<file path="src/rtl/sample_framer_pkg.sv">
// Shared constants and state encoding for the sample framer and the
// averager datapath that consumes its frames.
package sample_framer_pkg;

    // Samples per frame (fixed) and the widths derived from it.
    localparam int NSAMP      = 8;
    localparam int LANE_IDX_W = 3;
    localparam int COUNT_W    = 4;
    localparam int SA_W       = 8;

    // FILL collects samples; HOLD presents a full frame downstream.
    typedef enum logic {
        FILL = 1'b0,
        HOLD = 1'b1
    } framer_state_t;

endpackage

</file>
<file path="src/rtl/sample_framer_lane_reg.sv">
// One frame lane: a plain data register with write enable and sync reset.
module lane_reg
    import sample_framer_pkg::*;
#(
    parameter int DATAWIDTH = 16
) (
    input  logic                 Clk,
    input  logic                 Rst,
    input  logic                 we,
    input  logic [DATAWIDTH-1:0] d,
    output logic [DATAWIDTH-1:0] q
);

    // Hold the last written sample; only a write or reset changes it.
    always_ff @(posedge Clk) begin
        if (Rst)
            q <= '0;
        else if (we)
            q <= d;
    end

endmodule

</file>
<file path="src/rtl/sample_framer.sv">
// Collects 8 serial samples into a parallel frame and holds it, together
// with the shift amount captured on the last sample, until the downstream
// averager takes it.
module sample_framer
    import sample_framer_pkg::*;
#(
    parameter int DATAWIDTH = 16,
    parameter int NSAMP     = 8
) (
    input  logic                   Clk,
    input  logic                   Rst,
    input  logic [DATAWIDTH-1:0]   in_data,
    input  logic                   in_valid,
    output logic                   in_ready,
    input  logic                   flush,
    input  logic [SA_W-1:0]        sa_in,
    input  logic                   sa_load,
    output logic [8*DATAWIDTH-1:0] frame,
    output logic [SA_W-1:0]        sa_out,
    output logic                   frame_valid,
    input  logic                   frame_ready,
    output logic [COUNT_W-1:0]     count
);

    localparam logic [COUNT_W-1:0] FULL_COUNT = COUNT_W'(NSAMP);

    framer_state_t      state;
    logic [SA_W-1:0]    sa_reg;
    logic [COUNT_W-1:0] count_nxt;
    logic               xfer;
    logic [NSAMP-1:0]   lane_we;

    // A flush in the same cycle wins over the transfer and drops the sample.
    assign xfer      = in_valid && in_ready && !flush;
    assign count_nxt = count + COUNT_W'(1);

    // One register per lane; the lane selected by count takes the sample.
    for (genvar k = 0; k < NSAMP; k++) begin : g_lane
        assign lane_we[k] = xfer && (count[LANE_IDX_W-1:0] == LANE_IDX_W'(k));

        lane_reg #(
            .DATAWIDTH (DATAWIDTH)
        ) u_lane (
            .Clk (Clk),
            .Rst (Rst),
            .we  (lane_we[k]),
            .d   (in_data),
            .q   (frame[k*DATAWIDTH +: DATAWIDTH])
        );
    end

    // FILL/HOLD control with registered handshake outputs and sa capture.
    always_ff @(posedge Clk) begin
        if (Rst) begin
            state       <= FILL;
            count       <= '0;
            in_ready    <= 1'b1;
            frame_valid <= 1'b0;
            sa_reg      <= '0;
            sa_out      <= '0;
        end else begin
            if (sa_load)
                sa_reg <= sa_in;
            case (state)
                FILL: begin
                    if (flush) begin
                        count <= '0;
                    end else if (xfer) begin
                        count <= count_nxt;
                        if (count_nxt == FULL_COUNT) begin
                            state       <= HOLD;
                            in_ready    <= 1'b0;
                            frame_valid <= 1'b1;
                            // A load in the closing cycle is what the frame reports.
                            sa_out      <= sa_load ? sa_in : sa_reg;
                        end
                    end
                end
                HOLD: begin
                    if (frame_ready) begin
                        state       <= FILL;
                        count       <= '0;
                        in_ready    <= 1'b1;
                        frame_valid <= 1'b0;
                    end
                end
            endcase
        end
    end

endmodule
</file>
<file path="config.mk">
export PLATFORM = sky130hd
export DESIGN_NAME = sample_framer
export DESIGN_NICKNAME = d
export VERILOG_FILES = /design/src/rtl/sample_framer_pkg.sv /design/src/rtl/sample_framer_lane_reg.sv /design/src/rtl/sample_framer.sv
export SDC_FILE = /design/constraint.sdc
export NUM_CORES = 1
export LEC_CHECK = 0
export ABC_AREA = 1
export CELL_PAD_IN_SITES_DETAIL_PLACEMENT = 0
export CELL_PAD_IN_SITES_GLOBAL_PLACEMENT = 1
export CORE_MARGIN = 2
export CORE_UTILIZATION = 34
export DETAILED_ROUTE_END_ITERATION = 10
export MAX_ROUTING_LAYER = met4
export PLACE_DENSITY = 0.82
export SLEW_MARGIN = 20
export SYNTH_ARGS = -nofsm -noshare
export SYNTH_HDL_FRONTEND = slang
export SYNTH_HIERARCHICAL = 1
export SYNTH_SLANG_ARGS = --single-unit
</file>
<file path="constraint.sdc">
create_clock -name Clk -period 1.95 [get_ports Clk]
set_input_delay 0.2925 -clock Clk [delete_from_list [all_inputs] [get_ports Clk]]
set_output_delay 0.2925 -clock Clk [all_outputs]
set_load 0.03 [all_outputs]
</file>
==> out/qor.csv, run 1 <==
metric;value;unit
critPathRequiredTime;1.66;ns
cp-start-kind;flop;
peakVddDrop;0.000601;V
hp-class;reg -> reg;
wirelength;18.1;mm
grt_pass1_wl;27.9;mm
largest_register_ffs;128;
timing.max_cap.violations;0;
fillCellCount;1906;
status;complete, no violations;
path_cells;clkdlybuf4s50_1;
setup_viol;0;
synth_top_area_cell;dfxtp_1;
crit_type;reg -> out;
core;18800;sq um
grt_usage;18.5;%
post-route-min-period;1.88;ns
grt_overflow;0;
root_buffer;clkbuf_16;
max_freq;533;MHz
leakage;4.21;nW
max_stage_delay;0.72;ns
final_max_slew_viol_count;0;
clk-insertion-delay-late;0.42;ns
fp-row-count;50;
fin_util;48.6;%
grt_pass1_vias;5073;
endpoint_kind;output pin;
placement.io_buffers;171;
path_buf_inv;1;
synth_area;6550;sq um
ys_seq_area_share;46.1;%
cts_tree;yes;
gp_congestion;0.828;
routedWlPerCell;12.7;microns
worst-path-stages;1;
drtIter0Drc;371;
finalSetupTns;0;ns
critical-path-top-delay-family;buffers and inverters;
relSlewSlack;61.0;%
reg2reg_depth;8;
yosys.cell_types.count;23;
cts.htree.levels;4;
die_area;20400;sq um
cts_buffers;17;
antenna_found_initial;0;
ys_warn_count;6;
crit_fanout;4;
synth_top_cells_by_area;dfxtp_1 (46%), nand2_1 (16%), nor2_1 (15%), inv_1 (9.9%), buf_6 (4.3%);
fp.dieW;143;microns
syn_nets;1009;
critPathSlowestCell;clkdlybuf4s50_1;
p_total;7.21;mW
grt_max_degree;33;
nNetsFinal;1184;
power_density;787;nW/um^2
worstPathArrival;1.58;ns
cts.clk_slew.worst_paths;0.06;ns
holdPathStages;2;
tightest_slew;0.583;ns
syn2layout_area_growth;39.7;%
syn-instance-count;973;
firstDrtPassIters;4;
rsz0062_at_grt;no;
cts_buffer_depth;2;
clock_skew;0.00815;ns
drive_gt1_share;7.67;%
drt_drc_violations_left;0;
fin_crit_sh;96.3;%
ys_seq_elements;151;
dp_hpwl;12.2;mm
post-place-ws;0.0922;ns
fp.dieH;143;microns
setup_ws;0.0729;ns
avgSynthCellArea;6.73;sq um
cts_sinks;151;
n_antenna_cell;0;
hold_violations;0;
routed_via_density;4.09;
synth_top_area_share;46.1;%
vias;5814;
drtAntennaViolNets;0;
initial_core_util;34.8;%
ioPinCount;172;
## timing repair
action	in CTS	in global routing
resized for setup	2	1
endpoints found under the setup margin	2	1
buffers inserted	0	0
hold buffers	0	0
## cell usage after synthesis, drive strengths merged
cell type / n
a21oi: 5
buf: 35
clkbuf: 1
clkinv: 1
dfxtp: 151
ha: 6
inv: 172
nand2: 294
nand3: 4
nand4: 9
nor2: 278
nor3: 6
o21ai: 10
or2: 1
## final timing paths
check	from	end	slack, ns
setup / recovery	in_ready	in_ready	0.07
setup reg to reg	count[0]	sa_out[5]	0.17
hold / removal	frame_valid	frame_valid	0.46
hold reg to reg	frame_valid	frame_valid	0.46
## cells in the final DEF (no fill, tap or decap), drive strengths merged, types with 3 or more instances in the layout
| master | Yosys | routed |
|---|---|---|
| nand4 | 9 | 9 |
| nor2 | 278 | 278 |
| clkbuf | 1 | 21 |
| bufinv | 0 | 3 |
| a21oi | 5 | 5 |
| clkinvlp | 0 | 4 |
| dfxtp | 151 | 151 |
| inv | 172 | 172 |
| nand2 | 294 | 294 |
| buf | 35 | 21 |
| nand3 | 4 | 4 |
| nor3 | 6 | 6 |
| o21ai | 10 | 10 |
| clkdlybuf4s50 | 0 | 168 |
| clkinv | 1 | 5 |
| ha | 6 | 6 |
## report_power, final
| part | total, mW | switching (mW) | internal (mW) | leakage (nW) |
|---|---|---|---|---|
| clock network | 3.42 | 1.30 | 2.11 | 0.291 |
| registers | 3.17 | 0.0295 | 3.14 | 1.22 |
| logic | 0.625 | 0.388 | 0.237 | 2.70 |
| total | 7.21 | 1.72 | 5.49 | 4.21 |
## layout make-up
class	instances	area, sq um	area share [%]
Tap cell	260	325	3.55
Sequential cell	151	3020	33.0
Inverter	173	649	7.09
Timing Repair Buffer	192	1980	21.6
Multi-Input combinational cell	613	2560	27.9
Clock buffer	21	470	5.14
Clock inverter	11	148	1.61
## stage by stage
step,hold slack [ns],cells,area [sq um]
finish,0.463,1421,9160
CTS,0.470,1421,9150
global route,0.482,1421,9160
floorplan,0.362,973,6550
detailed placement,0.456,1389,8540
global placement,0.456,1389,8540
## cells by family (layout without fill, tap and decap cells)
group / Yosys count / count (layout) / synth area share, %
AOI/OAI and AO/OA: 15 / 15 / 1.15
adders and majority gates: 6 / 6 / 1.15
buffers and inverters: 209 / 397 / 15.4
DFF: 151 / 151 / 46.1
and+or+nand+nor: 592 / 592 / 36.2
## routing by layer
layer	part of all wire, %	up-vias	GRT usage, %
li1	-	3131	-
met1	50	2500	25.8
met2	42	158	26.1
met3	5.9	25	4.29
met4	2.1	0	6.77
met5	0	-	-
(Power assumes the default switching activity.)
==> inputs of run 2 (changes only) <==
SKIP_LAST_GASP = 1   (was not set)
==> results of run 2 <==
Same layout as run 1: the final DEF is identical, and so are final timing and power.
